[src/rtl/tpu_controller.sv]
// tpu_controller: sequencer for the 2x2 systolic MMU path.
// Holds the host-written weight/input stores, steps the feeder through one
// matrix-multiply pass per start command and tags the streamed results.
// Optional pass counter output guarded by macro TPU_CTRL_PASSCNT_EN.
module tpu_controller #(
    parameter int unsigned NUM_CYCLES = 6,
    parameter int unsigned FIRST_OUT  = 2
) (
    input  logic       clk,
    input  logic       rst_n,
    input  logic [7:0] host_wdata,
    input  logic [2:0] host_waddr,
    input  logic       host_wvalid,
    input  logic       start,
    output logic       busy,
    output logic       wr_err,
    input  logic       err_clr,
    output logic       pass_done,
    output logic       out_valid,
    output logic [1:0] out_idx,
    output logic       feed_en,
    output logic [2:0] mmu_cycle,
    input  logic       feed_done,
    output logic [7:0] weight0,
    output logic [7:0] weight1,
    output logic [7:0] weight2,
    output logic [7:0] weight3,
    output logic [7:0] input0,
    output logic [7:0] input1,
    output logic [7:0] input2,
    output logic [7:0] input3
`ifdef TPU_CTRL_PASSCNT_EN
    ,
    output logic [7:0] pass_cnt
`endif
);

    typedef enum logic [0:0] {StIdle, StRun} state_e;

    localparam logic [2:0] LastCycle = 3'(NUM_CYCLES - 1);
    localparam logic [2:0] FirstOut  = 3'(FIRST_OUT);
    localparam logic [3:0] EndOut    = 4'(FIRST_OUT + 4);

    state_e     state_q, state_d;
    logic       feed_en_q, feed_en_d;
    logic [2:0] cycle_q, cycle_d;
    logic       pass_done_q, pass_done_d;
    logic       wr_err_q, wr_err_d;
    logic [7:0] store_q [8];
    logic       in_window;

    // Host byte store; writes only land while idle.
    always_ff @(posedge clk or negedge rst_n) begin
        if (!rst_n) begin
            for (int i = 0; i < 8; i++) begin
                store_q[i] <= 8'd0;
            end
        end else if (host_wvalid && (state_q == StIdle)) begin
            store_q[host_waddr] <= host_wdata;
        end
    end

    // Sequencer state and sticky error registers.
    always_ff @(posedge clk or negedge rst_n) begin
        if (!rst_n) begin
            state_q     <= StIdle;
            feed_en_q   <= 1'b0;
            cycle_q     <= 3'd0;
            pass_done_q <= 1'b0;
            wr_err_q    <= 1'b0;
        end else begin
            state_q     <= state_d;
            feed_en_q   <= feed_en_d;
            cycle_q     <= cycle_d;
            pass_done_q <= pass_done_d;
            wr_err_q    <= wr_err_d;
        end
    end

    // Next-state logic; start on the final cycle chains straight into a new pass.
    always_comb begin
        state_d     = state_q;
        feed_en_d   = feed_en_q;
        cycle_d     = cycle_q;
        pass_done_d = 1'b0;
        unique case (state_q)
            StIdle: begin
                if (start) begin
                    state_d   = StRun;
                    feed_en_d = 1'b1;
                    cycle_d   = 3'd0;
                end
            end
            StRun: begin
                if (cycle_q == LastCycle) begin
                    pass_done_d = 1'b1;
                    cycle_d     = 3'd0;
                    if (start) begin
                        state_d   = StRun;
                        feed_en_d = 1'b1;
                    end else begin
                        state_d   = StIdle;
                        feed_en_d = 1'b0;
                    end
                end else begin
                    cycle_d = cycle_q + 3'd1;
                end
            end
            default: begin
                state_d   = StIdle;
                feed_en_d = 1'b0;
                cycle_d   = 3'd0;
            end
        endcase
    end

    // Sticky write error; a new set beats a simultaneous clear.
    always_comb begin
        wr_err_d = wr_err_q;
        if (err_clr) begin
            wr_err_d = 1'b0;
        end
        if (host_wvalid && (state_q == StRun)) begin
            wr_err_d = 1'b1;
        end
    end

    // Result tagging, masked by the feeder's own done flag.
    always_comb begin
        in_window = (cycle_q >= FirstOut) && ({1'b0, cycle_q} < EndOut);
        out_valid = feed_en_q && feed_done && in_window;
        out_idx   = out_valid ? 2'(cycle_q - FirstOut) : 2'd0;
    end

`ifdef TPU_CTRL_PASSCNT_EN
    logic [7:0] pass_cnt_q;

    // Completed-pass counter, wraps naturally at 8 bits.
    always_ff @(posedge clk or negedge rst_n) begin
        if (!rst_n) begin
            pass_cnt_q <= 8'd0;
        end else if (pass_done_d) begin
            pass_cnt_q <= pass_cnt_q + 8'd1;
        end
    end

    assign pass_cnt = pass_cnt_q;
`endif

    assign busy      = (state_q == StRun);
    assign wr_err    = wr_err_q;
    assign pass_done = pass_done_q;
    assign feed_en   = feed_en_q;
    assign mmu_cycle = cycle_q;
    assign weight0   = store_q[0];
    assign weight1   = store_q[1];
    assign weight2   = store_q[2];
    assign weight3   = store_q[3];
    assign input0    = store_q[4];
    assign input1    = store_q[5];
    assign input2    = store_q[6];
    assign input3    = store_q[7];

endmodule
[config.mk]
export PLATFORM = sky130hd
export DESIGN_NAME = tpu_controller
export DESIGN_NICKNAME = d
export VERILOG_FILES = /design/src/rtl/tpu_controller.sv
export SDC_FILE = /design/constraint.sdc
export NUM_CORES = 1
export LEC_CHECK = 0
export CORE_ASPECT_RATIO = 1.4
export CORE_MARGIN = 2
export CORE_UTILIZATION = 41
export CTS_CLUSTER_SIZE = 10
export DETAILED_ROUTE_END_ITERATION = 16
export PLACE_DENSITY = 0.75
export SLEW_MARGIN = 40
export SYNTH_ARGS = -nofsm -noshare
export SYNTH_HDL_FRONTEND = slang
export SYNTH_SLANG_ARGS = --single-unit
[constraint.sdc]
create_clock -name clk -period 1.5 [get_ports clk]
set_clock_uncertainty 0.05 [all_clocks]
set_input_delay 0.3 -clock clk [delete_from_list [all_inputs] [get_ports clk]]
set_output_delay 0.3 -clock clk [all_outputs]
set_load 0.03 [all_outputs]
==> results.cfg, run 1 <==
[outcome]
status = complete, but fails checks
violations = negative setup slack

[floorplan]
initial_core_util_pct = 42.4
die_h_um = 102
die_area_um2 = 7530
fp-row-count = 35
io_pins = 91
core_um2 = 6610
die_w_um = 73.9

[layout]
seq_area_um2 = 1780
nNetsFinal = 314
fill_cells = 509
syn_to_final_growth_pct = 56.0
drive_above_1_share_pct = 41.7
antenna_cells = 0
multi_input_comb_area_um2 = 1130

[run]
maxCapViolCount = 0

[clock_network]
clk_pin_slew_ps = 70
clock_latency_ps = 330
cts_tree = built
cts_buffers = 9
clk_root_buffer_cell = clkbuf_8
cts.sinks = 71
clock_path_buffers = 2
htree_levels = 3

[route]
dr.pass1.iters = 3
drt_iter0_drc = 116
routedWlPerCell_um = 15.8
num_vias = 1867
drc = 0
detail-route-antenna-nets = 0
totalWireLength_um = 6230
routed_via_density = 4.74

[place]
gp_congestion = 0.752
port_buffers = 90
dp_hpwl_um = 4360

[worst_setup_path]
critical_path_class = reg2out
ff2ff_setup_slack_ps = -110
end_kind = output port
worstSetupStartpointType = flop
reg2regPathDepth = 5
crit_start = mmu_cycle[2]$_DFFE_PN0P_
cp.required_ps = 1150
r2r_end = input1[7]$_DFFE_PN0P_
worstPathMaxFanout = 3
cp.arrival_ps = 1410
reg2reg_from = busy$_DFF_PN0_

[synthesis]
ys_warn_count = 0
syn_avg_cell_area_um2 = 16.1
synth_area_leaders = dfrtp_1 63%, mux2_2 23%, mux2_4 4.3%, nor3b_4 1.3%, nand3b_1 0.80%
ys_ff_latch = 71
synth_ff_type = dfrtp_1
yosys.area.top_type = dfrtp_1
netlist-cell-type-count = 26
syn_nets = 191
netlist_area_um2 = 2810
ys_seq_area_share_pct = 63.3
synth_top_cells_by_count = 71 x dfrtp_1, 57 x mux2_2, 8 x mux2_4, 5 x nand2_1, 4 x nor2_1
synth_most_common_cell = dfrtp_1
syn_inst = 174
synth_edf_count = 0
async_flop_share_pct = 100
netlist.area_leader.share_pct = 63.3

[hold_path]
hp-class = in2reg
holdPathStages = 3
hp-start = host_wvalid
min_to = wr_err$_DFFE_PN0P_

[power]
total_power_mw = 8.21
vdd_drop_max_mv = 1.08
powerDensity_nw_per_um2 = 1880
p_leak_nw = 2.31

[grt]
grt_pass1_wl_um = 10100
grt_max_degree = 36
antenna_found_initial = 0
grt_use_total_pct = 18.2
grt_pass1_vias = 1946
overflow = 0

[timing]
fin_ws_ps = -261
post-route-period-util_pct = 117
maxSlewViolCount = 0
max_slew_margin_pct = 69.9
fin_crit_ps = 1760
fmax_ghz = 0.568
tightest_slew_ps = 451
setup_viol = 37
finalHoldViolCount = 0
hold_slack_ps = 369
rsz0062_at_grt = true
critical path: stages (launching register included):
cell     delay [ps]
dfrtp_2         430
xor2_2          170
and3_4          210
nor2b_4         140
buf_6           130
cells by family (layout without fill, tap and decap cells):
logic type,after synthesis,count (layout),share of synthesized area [%]
simple gates,26,26,6.74
buf+inv,6,134,1.25
compound gates,5,5,1.20
flops,71,71,63.3
xor+xnor,1,1,0.312
mux,65,65,27.2
area by class of cell:
class	instances	area share, %
sequential	71	40.7
multi-input combinational	97	25.8
timing repair buffer	116	25.6
clock buffer	12	3.32
tap	92	2.63
clock inverter	4	1.77
inverter	2	0.172
worst max path at each step:
stage	endpoint	slack, ps	cells past startpoint
6_report	out_idx[1]	-260	4
2_1_floorplan	weight2[0]$_DFFE_PN0P_	-160	4
3_3_place_gp	input1[3]$_DFFE_PN0P_	-460	5
4_1_cts	out_idx[1]	-270	4
3_5_place_dp	input1[5]$_DFFE_PN0P_	-480	5
5_1_grt	out_idx[1]	-330	4
what timing repair did:
item	in CTS	in global routing
setup buffers	5	1
hold buffers	1	0
setup endpoints to repair	133	78
gates resized for setup	99	17
hold endpoints to repair	33	0
pin swaps	5	10
where the power goes:
group	internal, mW	switching [mW]
Sequential	2.58	0.365
Combinational	1.54	2.05
Clock	0.993	0.681
Total	5.11	3.10
registers in the layout (all words and copies together) (netlist names), 8 cells and up:
name and flops:
weight2 8, input0 8, input1 8, input2 8
weight0 8, input3 8, weight3 8, weight1 8
metal layers:
layer	share of wire (%)	wire, um	track usage [%]	vias up
li1	-	-	-	861
met1	42	2600	23.3	932
met2	52	3210	29.7	65
met3	5.2	321	4.54	9
met4	1.5	94	6.71	0
met5	0	0	0	-
metrics by stage:
step                util (%)  std cells  TNS [ps]  worst slack (ps)  area, um^2
floorplan                  -        174     -4440              -155        2880
global placement        61.9        372    -25440              -460        4090
detailed placement      61.9        372    -26580              -481        4090
CTS                     65.6        394     -2310              -270        4340
global route            66.2        394     -5150              -328        4380
finish                  66.2        394     -2600              -261        4380
cells in the final DEF, fill, tap and decap left out, types with 2 or more instances in the layout:
cell             count
and3_4               2
buf_12               7
buf_2                2
buf_4               15
buf_6                8
bufinv_16            2
clkbuf_1             2
clkbuf_8            10
clkdlybuf4s15_1     11
clkdlybuf4s50_1     13
dfrtp_1             68
dfrtp_2              3
dlygate4sd2_1       59
inv_1                2
mux2_2              33
mux2_4              32
nand2_1              4
nand3b_1             3
nor2_1               4
nor3_1               2
nor3b_1              2
nor3b_4              3
o21ai_0              2
No activity file was read; power rests on OpenSTA's default activity.
==> run 2: changes to the inputs <==
--- a/config.mk
+++ b/config.mk
@@ -6,11 +6,10 @@
 export NUM_CORES = 1
 export LEC_CHECK = 0
 export CORE_ASPECT_RATIO = 1.4
-export CORE_MARGIN = 2
 export CORE_UTILIZATION = 41
 export CTS_CLUSTER_SIZE = 10
 export DETAILED_ROUTE_END_ITERATION = 16
-export PLACE_DENSITY = 0.75
+export PLACE_DENSITY = 0.79
 export SLEW_MARGIN = 40
 export SYNTH_ARGS = -nofsm -noshare
 export SYNTH_HDL_FRONTEND = slang
==> run 2 against run 1 <==
  * The flow still finishes with violations (negative setup slack)
  * Clock-buffer cell count is the same
  * Register-to-register slack better by 30 ps
  * Worst hold slack got worse by 62 ps
  * Critical path depth is the same
  * Combinational power barely moved
  * Sequential cell count stayed put
  * Utilization fell by 0.057 points
  * Critical path type unchanged
  * Highest routed layer unchanged
==> results.cfg, run 2 (same netlist as run 1, synthesis figures left out) <==
[outcome]
status = complete, but fails checks
violations = negative setup slack

[route]
drc = 0
routedWlPerCell_um = 16.8
num_vias = 1879
drt_iter0_drc = 78
dr.pass1.iters = 2
totalWireLength_um = 6540
routed_via_density = 4.83
detail-route-antenna-nets = 0

[floorplan]
core_um2 = 6610
die_w_um = 71.9
io_pins = 91
die_area_um2 = 7180
initial_core_util_pct = 42.4
die_h_um = 99.9
fp-row-count = 35

[clock_network]
cts_buffers = 9
clock_path_buffers = 2
clk_root_buffer_cell = clkbuf_8
clock_latency_ps = 340
clk_pin_slew_ps = 70
cts_tree = built
cts.sinks = 71
htree_levels = 3

[worst_setup_path]
path_buf_inv = 1
worstSetupStartpointType = flop
cpPeakStageDelay_ps = 430
cp_slowest_cell = dfrtp_2
reg2reg_from = busy$_DFF_PN0_
cp.required_ps = 1150
r2r_end = weight2[1]$_DFFE_PN0P_
critical_path_class = reg2out
worstPathMaxFanout = 3
path_delay_family = flip-flops
end_kind = output port
cp.arrival_ps = 1410
reg2regPathDepth = 3
ff2ff_setup_slack_ps = -80
crit_chain = xor2_2 -> and3_4 -> and2_4 -> buf_6

[power]
vdd_drop_max_mv = 1.11
pwr-share-comb_pct = 43.1
pwr-share-seq_pct = 35.5
intPower_mw = 5.24
switching_share_pct = 37.1
clock_power_share_pct = 21.4
p_sw_mw = 3.10
powerDensity_nw_per_um2 = 1910
p_leak_nw = 2.29

[timing]
setup_viol = 26
maxSlewViolCount = 0
fin_ws_ps = -262
tns_ps = -1570
max_slew_margin_pct = 75.7
rsz0062_at_grt = true
fin_crit_ps = 1760
tightest_slew_ps = 363
fmax_ghz = 0.568
post-route-period-util_pct = 117
finalHoldViolCount = 0

[place]
dp_hpwl_um = 4530
pre_cts_slack_ps = -475
gp_congestion = 0.692
port_buffers = 90

[layout]
final_cell_mix = 68 x dfrtp_1, 52 x dlygate4sd2_1, 41 x mux2_4, 24 x mux2_2, 20 x clkdlybuf4s15_1
layout_commonest_cell = dfrtp_1
drive_above_1_share_pct = 40.4
syn_to_final_growth_pct = 55.8
antenna_cells = 0
nNetsFinal = 309

[grt]
antenna_found_initial = 0
overflow = 0
grt_max_degree = 46
grt_pass1_vias = 2035
grt_pass1_wl_um = 10700
grt_use_total_pct = 20.0

[run]
maxCapViolCount = 0

[hold_path]
hp-class = in2async
==> run 2: final cells by class <==
cell class                      instances  area (um^2)
Sequential cell                        71         1780
Multi-Input combinational cell         97         1170
Clock inverter                          4         95.1
Clock buffer                           12          135
Tap cell                               92          115
Timing Repair Buffer                  111         1070
Inverter                                2         7.51
Fill cell                             514         2240
==> run 2: what timing repair did <==
action | 4_1_cts | 5_1_grt
pin swaps | 6 | 4
endpoints found under the hold margin | 11 | 0
endpoints found under the setup margin | 134 | 89
hold buffers | 1 | 0
gates resized for setup | 105 | 33
setup buffers | 4 | 0
==> run 2: worst max-delay path by stage <==
stage / to / slack [ps] / startpoint / cells after the start
6_report: out_idx[0] / -260 / mmu_cycle[2]$_DFFE_PN0P_ / 4
2_1_floorplan: weight2[0]$_DFFE_PN0P_ / -160 / busy$_DFF_PN0_ / 4
3_3_place_gp: weight2[2]$_DFFE_PN0P_ / -460 / host_waddr[1] / 5
4_1_cts: out_idx[1] / -290 / mmu_cycle[1]$_DFFE_PN0P_ / 4
5_1_grt: out_idx[1] / -330 / mmu_cycle[2]$_DFFE_PN0P_ / 4
3_5_place_dp: weight2[5]$_DFFE_PN0P_ / -480 / host_waddr[1] / 5
==> run 2: power by group through the flow <==
stage / registers [mW] / logic (mW) / clock network [mW]
6_report: 2.96 / 3.59 / 1.78
5_1_grt: 3.04 / 3.78 / 1.91
4_1_cts: 2.95 / 3.60 / 1.82
3_5_place_dp: 3.02 / 3.87 / 0
3_3_place_gp: 3.00 / 3.80 / 0
2_1_floorplan: 4.31 / 0.842 / 0
==> run 2: through the flow <==
step	total power, mW	cells	hold slack, ps	util, %	instance area (um^2)
5_1_grt	8.73	389	321	66.1	4370
6_report	8.33	389	307	66.1	4370
4_1_cts	8.37	390	297	65.4	4320
2_1_floorplan	5.15	174	-45.6	-	2880
3_5_place_dp	6.90	369	108	61.1	4040
3_3_place_gp	6.80	369	103	61.1	4040
==> run 2: metal layers <==
layer | track usage [%] | vias to the layer above | routed length (um)
li1 | - | 855 | -
met1 | 23.9 | 954 | 2730
met2 | 34.7 | 59 | 3460
met3 | 4.62 | 11 | 253
met4 | 8.14 | 0 | 100
met5 | 0 | - | 0
==> run 3: changes to the inputs <==
--- a/config.mk
+++ b/config.mk
@@ -10,7 +10,9 @@
 export CTS_CLUSTER_SIZE = 10
 export DETAILED_ROUTE_END_ITERATION = 16
 export PLACE_DENSITY = 0.79
+export RECOVER_POWER = 25
 export SLEW_MARGIN = 40
 export SYNTH_ARGS = -nofsm -noshare
 export SYNTH_HDL_FRONTEND = slang
 export SYNTH_SLANG_ARGS = --single-unit
+export TNS_END_PERCENT = 50
==> run 3 against run 2 <==
  * The run still ends with negative setup slack left
  * Maximum frequency down 1.3%
  * Critical path depth unchanged
  * Sequential share of layout area decreased by 0.42 points
  * Cell area up 1.0%
  * Largest cell class unchanged
  * Combinational power increased by 2%
==> results.cfg, run 3 (same netlist as run 1, synthesis figures left out) <==
[outcome]
status = complete, but fails checks
violations = negative setup slack

[power]
vdd_drop_max_mv = 1.21
powerDensity_nw_per_um2 = 1930
intPower_mw = 5.33
clock_power_share_pct = 22.3
total_power_mw = 8.52
pwr-share-comb_pct = 42.9
p_leak_nw = 2.31
pwr-share-seq_pct = 34.8
p_sw_mw = 3.18
switching_share_pct = 37.4

[route]
num_vias = 1909
dr.pass1.iters = 4
routedWlPerCell_um = 17.0
routed_via_density = 4.81
totalWireLength_um = 6750
detail-route-antenna-nets = 0
drt_iter0_drc = 85
drc = 0

[timing]
fin_crit_ps = 1790
setup_viol = 61
fmax_ghz = 0.560
tns_ps = -4110
max_slew_margin_pct = 47.0
finalHoldViolCount = 0
post-route-period-util_pct = 119
hold_slack_ps = 368
maxSlewViolCount = 0
rsz0062_at_grt = true
fin_ws_ps = -285
tightest_slew_ps = 795

[worst_setup_path]
worstPathMaxFanout = 3
crit_end = out_idx[1]
ff2ff_setup_slack_ps = -140
worstSetupStartpointType = flop
end_kind = output port
reg2regPathDepth = 5
cp_slowest_cell = dfrtp_2
crit_chain = xor2_2 -> and3_4 -> nor2b_4 -> buf_6
cp.arrival_ps = 1440
cp.required_ps = 1150
cp.depth = 4
path_delay_family = flip-flops
path_buf_inv = 1
crit_start = mmu_cycle[2]$_DFFE_PN0P_
r2r_end = input2[7]$_DFFE_PN0P_
critical_path_class = reg2out
reg2reg_from = busy$_DFF_PN0_
cpPeakStageDelay_ps = 430

[grt]
grt_pass1_vias = 2031
grt_use_total_pct = 20.0
grt_max_degree = 48
grt_pass1_wl_um = 10600
overflow = 0
antenna_found_initial = 0

[place]
dp_hpwl_um = 4680
port_buffers = 90
postPlaceCellArea_um2 = 4050
gp_congestion = 0.726

[hold_path]
hp-start = host_wvalid
hp-class = in2reg

[floorplan]
io_pins = 91
core_um2 = 6610
die_w_um = 71.9
fp-row-count = 35
die_h_um = 99.9
initial_core_util_pct = 42.4
die_area_um2 = 7180

[clock_network]
cts.sinks = 71
cts_buffers = 9
clk_pin_slew_ps = 70
cts_tree = built
clk_root_buffer_cell = clkbuf_8
clock_latency_ps = 340
htree_levels = 3
clock_path_buffers = 2

[layout]
layout_commonest_cell = dfrtp_1
drive_above_1_share_pct = 43.0
final_util_pct = 66.8
antenna_cells = 0
final_cell_mix = 68 x dfrtp_1, 49 x dlygate4sd2_1, 36 x mux2_4, 29 x mux2_2, 18 x clkdlybuf4s15_1
nNetsFinal = 317
syn_to_final_growth_pct = 57.4
fin_area_um2 = 4420

[run]
maxCapViolCount = 0
==> run 3: cell count changes in the layout (fill, tap and decap cells not counted), moves of 2 or more <==
cell,previous run,this run
clkbuf_2,0,3
clkdlybuf4s15_2,0,2
buf_2,2,0
clkbuf_8,9,11
clkdlybuf4s15_1,20,18
buf_6,7,13
buf_4,12,14
mux2_4,41,36
mux2_2,24,29
dlygate4sd2_1,52,49
buf_12,5,3
==> run 3: power groups by stage <==
| stage | combinational [mW] | clock, mW | sequential [mW] |
|---|---|---|---|
| detailed placement | 3.87 | 0 | 3.01 |
| global route | 3.83 | 2.03 | 3.04 |
| CTS | 3.53 | 1.95 | 2.95 |
| global placement | 3.81 | 0 | 2.98 |
| floorplan | 0.816 | 0 | 4.31 |
| finish | 3.66 | 1.90 | 2.96 |
==> run 3: routing by layer <==
layer	up-vias	share of wire, %	track usage (%)	wire [um]
met5	-	0	0	0
met3	10	4.3	5.02	288
met2	60	53	35.5	3570
met4	0	1.2	6.33	82
met1	974	42	23.7	2800
li1	865	-	-	-
==> run 3: worst min-delay path by stage <==
stage,endpoint,depth (start not counted)
floorplan,busy$_DFF_PN0_,0
global placement,weight2[1]$_DFFE_PN0P_,1
detailed placement,weight0[1]$_DFFE_PN0P_,1
CTS,weight2[1]$_DFFE_PN0P_,2
global route,wr_err$_DFFE_PN0P_,3
finish,wr_err$_DFFE_PN0P_,3
==> run 3: area by class of cell <==
cell class / instances / area (um^2)
well taps: 92 / 115
inverters: 2 / 7.51
clock buffers: 11 / 151
flip-flops and latches: 71 / 1780
clock inverters: 5 / 104
fillers: 505 / 2200
multi-input cells: 97 / 1140
repair buffers: 119 / 1120
==> run 3: worst reg2reg max path: stages (launching register included) <==
cell,delay [ps]
dfrtp_2,430
nand3b_4,170
buf_12,140
nor3b_4,250
buf_6,170
mux2_4,300
==> run 3: repair_timing <==
action                                 CTS  global route
resized for setup                       86            53
hold buffers                             1             0
setup endpoints to repair              137            69
buffers inserted                         4             1
endpoints found under the hold margin   12             0
pin swaps                                2             8
==> run 3: stage by stage <==
stage	setup WS [ps]	cells
final	-285	397
after global routing	-347	397
after CTS	-288	397
after detailed placement	-530	376
after global placement	-477	376
after floorplan	-155	174
==> RTL change 1, RTL diff (flow settings as in run 2) <==
Build with the macro `TPU_CTRL_PASSCNT_EN` defined.
--- a/src/rtl/tpu_controller.sv
+++ b/src/rtl/tpu_controller.sv
@@ -3,4 +3,6 @@
 // matrix-multiply pass per start command and tags the streamed results.
 // Optional pass counter output guarded by macro TPU_CTRL_PASSCNT_EN.
+`define TPU_CTRL_PASSCNT_EN
+
 module tpu_controller #(
     parameter int unsigned NUM_CYCLES = 6,
Behaviour (old outputs only; new: pass_cnt): unchanged (Yosys induction, for registers that start in step).
==> RTL change 1 against run 2 <==
The run still ends with negative setup slack left. Design area rose by 12%. Final cell count up 13%. Worst setup slack better by 8.8 ps. Count of clock-buffer cells in the layout unchanged. Via count grew 14%. Power increased by 7.4%. Sequential cell count is 8 higher. Area after synthesis up 13%. Clock power down 15%. Routed wire length increased by 13%. Hold slack worse by 28 ps.
==> RTL change 1: results (changes against run 2) <==
{
  "cells_and_area": {
    "fillCellCount": {"value": 561, "change": "was 514"},
    "cell_area_after_layout": {"value": 0.00490, "unit": "mm^2", "change": "was 0.00437 mm^2"},
    "multi_input_comb_area": {"value": 0.00136, "unit": "mm^2", "change": "was 0.00117 mm^2"},
    "layout.nonclk_buf_share": {"value": 25.3, "unit": "%", "change": "was 24.5%"},
    "layout.comb_gates.multi_input": {"value": 117, "change": "was 97"},
    "finalNetCount": {"value": 355, "change": "was 309"},
    "fraction_of_final_layout_cells_sized_beyond_drive_strength_1": {"value": 41.5, "unit": "%", "change": "was 40.4%"}
  },
  "placed_design": {
    "placedCellCount": {"value": 416, "change": "was 369"},
    "place_worst_setup_slack": {"value": -562, "unit": "ps", "change": "was -475 ps"},
    "globalplace.congestion": {"value": 0.725, "change": "was 0.692"}
  },
  "run_status": {
    "failed_checks": {"value": "negative setup slack", "change": "unchanged"},
    "outcome": {"value": "finished, violations left", "change": "unchanged"}
  },
  "drt": {
    "router_iterations_before_antenna_repair": {"value": 4, "change": "was 2"},
    "route.detailed.vias_per_inst": {"value": 4.86, "change": "was 4.83"},
    "dr_wl_met3": {"value": 297, "unit": "um", "change": "was 253 um"}
  },
  "timing": {
    "setup_violating_endpoint_count_in_the_final_report": {"value": 36, "change": "was 26"},
    "setup_slack": {"value": -253, "unit": "ps", "change": "was -262 ps"}
  },
  "synthesis": {
    "synth_compound_area_share": {"value": 1.22, "unit": "%", "change": "was 1.20%"},
    "netlist_top_cells_count": {"value": "79 x dfrtp_1, 57 x mux2_2, 11 x nand2_1", "change": "was 71 x dfrtp_1, 57 x mux2_2, 8 x mux2_4"}
  },
  "global_route": {
    "largest_net_degree_at_the_start_of_global_routing": {"value": 47, "change": "was 46"},
    "via_count_of_the_first_global_routing_pass": {"value": 2230, "change": "was 2035"}
  },
  "pwr": {
    "net_switching_fraction_of_the_power": {"value": 39.1, "unit": "%", "change": "was 37.1%"},
    "power.clock.fraction": {"value": 17.0, "unit": "%", "change": "was 21.4%"}
  },
  "clock_tree": {
    "post_cts.resized_instances": {"value": 118, "change": "was 105"},
    "post_cts_buffers": {"value": 5, "change": "was 4"}
  },
  "worst_setup_path": {
    "maximum_cell_stage_delay_along_the_critical_path": {"value": 410, "unit": "ps", "change": "was 430 ps"}
  }
}
[RTL change 1: cell types whose count changed in the layout (fill, tap and decap cells not counted), sizes merged, moves of 3 or more]
cell and delta:
dfrtp +8, nand2 +6, buf +9, xor2 +4
dlygate4sd2 -10, xnor2 +3, nand3 +3, clkdlybuf4s15 +14
[RTL change 1: path summary, 6_finish.rpt]
kind | startpoint | endpoint | slack (ps) | depth (start not counted)
setup / recovery | mmu_cycle[2] | out_idx[1] | -250 | 4
hold / removal | rst_n | weight0[0] | 280 | 2
setup reg to reg | busy | weight3[3] | -120 | 5
hold reg to reg | pass_cnt[7] | pass_cnt[7] | 420 | 1
max in group asynchronous | rst_n | mmu_cycle[1] | 580 | 3
min in group clk | host_wvalid | wr_err | 360 | 3
[RTL change 1: routing by layer]
metal,vias to the layer above,global-route usage (%)
met5,-,0
met4,0,8.24
met3,8,4.98
met2,59,34.0
met1,1082,21.9
li1,986,-
==> RTL change 2, RTL diff (settings of run 2) <==
Without the edit above. Put a register stage on the output `weight2`. The value now appears one clock later. The other outputs are not delayed to match.
--- a/src/rtl/tpu_controller.sv
+++ b/src/rtl/tpu_controller.sv
@@ -155,5 +155,7 @@
     assign weight0   = store_q[0];
     assign weight1   = store_q[1];
-    assign weight2   = store_q[2];
+    always_ff @(posedge clk) begin
+        weight2 <= store_q[2];
+    end
     assign weight3   = store_q[3];
     assign input0    = store_q[4];
Check against the original RTL: not equivalent (a bounded check fails within 4 cycles, from zero or initial values and one cycle with rst_n low).
==> RTL change 2 against run 2 <==
The flow still finishes with violations (negative setup slack). Area after synthesis increased by 21%. Final cell count increased by 7.5%. Clock power rose by 22%. Routed wire length grew 8.8%. Power grew 3.5%. Worst setup slack gained 24 ps. Critical path depth unchanged. Die area grew 21%. Register-to-register slack barely moved. Core utilization down 8.0 points. Design area rose by 7.7%. Sequential cell count is 8 higher. Critical endpoint is now out_idx[1].
==> RTL change 2: results (changes against run 2) <==
{
  "run_status": {
    "outcome": {"value": "finished, violations left", "change": "unchanged"},
    "failed_checks": {"value": "negative setup slack", "change": "unchanged"}
  },
  "timing": {
    "final.hold.worst_slack": {"value": 321, "unit": "ps", "change": "was 307 ps"},
    "worst-slew-pin-transition": {"value": 364, "unit": "ps", "change": "was 363 ps"},
    "setup_slack": {"value": -238, "unit": "ps", "change": "was -262 ps"},
    "setup_violating_endpoint_count_in_the_final_report": {"value": 44, "change": "was 26"},
    "fin_tns_setup": {"value": -2780, "unit": "ps", "change": "was -1570 ps"}
  },
  "pwr": {
    "worst_ir_drop_vdd": {"value": 0.996, "unit": "mV", "change": "was 1.11 mV"},
    "total_leakage_power": {"value": 2.52, "unit": "nW", "change": "was 2.29 nW"}
  },
  "cells_and_area": {
    "fraction_of_final_layout_cells_sized_beyond_drive_strength_1": {"value": 41.5, "unit": "%", "change": "was 40.4%"},
    "fillCellCount": {"value": 693, "change": "was 514"},
    "cell_area_after_layout": {"value": 0.00471, "unit": "mm^2", "change": "was 0.00437 mm^2"},
    "finalNetCount": {"value": 328, "change": "was 309"}
  },
  "placed_design": {
    "globalplace.congestion": {"value": 0.685, "change": "was 0.692"},
    "place_worst_setup_slack": {"value": -526, "unit": "ps", "change": "was -475 ps"},
    "placedCellCount": {"value": 393, "change": "was 369"},
    "post_dp_cell_area": {"value": 0.00431, "unit": "mm^2", "change": "was 0.00404 mm^2"}
  },
  "drt": {
    "router_iterations_before_antenna_repair": {"value": 3, "change": "was 2"},
    "route.detailed.vias_per_inst": {"value": 4.74, "change": "was 4.83"}
  },
  "global_route": {
    "largest_net_degree_at_the_start_of_global_routing": {"value": 37, "change": "was 46"},
    "via_count_of_the_first_global_routing_pass": {"value": 2039, "change": "was 2035"}
  },
  "synthesis": {
    "async_flop_share": {"value": 89.9, "unit": "%", "change": "was 100%"},
    "synth-seq-area-share": {"value": 56.8, "unit": "%", "change": "was 63.3%"},
    "netlist_top_cells_count": {"value": "71 x dfrtp_1, 57 x buf_4, 57 x mux2_2", "change": "was 71 x dfrtp_1, 57 x mux2_2, 8 x mux2_4"},
    "postSynthCellCount": {"value": 240, "change": "was 174"},
    "top_post_synthesis_cells_by_area": {"value": "dfrtp_1 52%, mux2_2 19%, buf_4 13%", "change": "was dfrtp_1 63%, mux2_2 23%, mux2_4 4.3%"}
  },
  "clock_tree": {
    "root_buffer": {"value": "clkbuf_16", "change": "was clkbuf_8"}
  }
}
-- RTL change 2: power by group through the flow --
stage	logic, mW	clock network [mW]	registers, mW
floorplan	2.40	0	3.32
global placement	3.42	0	3.13
detailed placement	3.49	0	3.16
CTS	3.22	2.21	3.09
global route	3.51	2.31	3.17
finish	3.35	2.17	3.10
-- RTL change 2: worst paths after layout --
check / from / to / cells after the start
worst max-delay path: mmu_cycle[1] / out_idx[1] / 4
worst min-delay path: store_q[46] / weight2[6] / 0
worst max register to register: busy / weight3[2] / 5
worst min register to register: store_q[46] / weight2[6] / 0
max in group asynchronous: rst_n / busy / 3
min in group asynchronous: rst_n / weight3[1] / 2
-- RTL change 2: metal layers --
layer	part of all wire [%]	wire length, um	vias to the layer above	global-route usage (%)
met3	5.3	380	8	5.64
met2	53	3800	65	30.4
met1	39	2800	1005	18.9
met4	1.9	133	0	8.18
met5	0	0	-	0
li1	-	-	903	-
-- RTL change 2: logic make-up after synthesis --
| kind of cell | Yosys count | synth area share, % |
|---|---|---|
| buffers and inverters | 63 | 13.6 |
| multiplexers | 66 | 22.7 |
| AO/OA/AOI/OAI | 5 | 0.844 |
| AND/OR/NAND/NOR | 26 | 5.84 |
| XOR/XNOR | 1 | 0.257 |
| flip-flops | 79 | 56.8 |
-- RTL change 2: timing repair --
item                       in CTS  in global routing
gates resized for setup        95                 22
hold buffers                    1                  0
setup endpoints to repair     136                 72
buffers inserted                5                  5
hold endpoints to repair       21                  0
pin swaps                       6                  4
-- RTL change 2: layout make-up --
| cell class | count | area share, % |
|---|---|---|
| clock buffers | 15 | 5.69 |
| clock inverters | 1 | 0.638 |
| inverters | 2 | 0.159 |
| multi-input cells | 98 | 25.2 |
| flip-flops and latches | 79 | 41.2 |
| well taps | 102 | 2.71 |
| repair buffers | 121 | 24.3 |
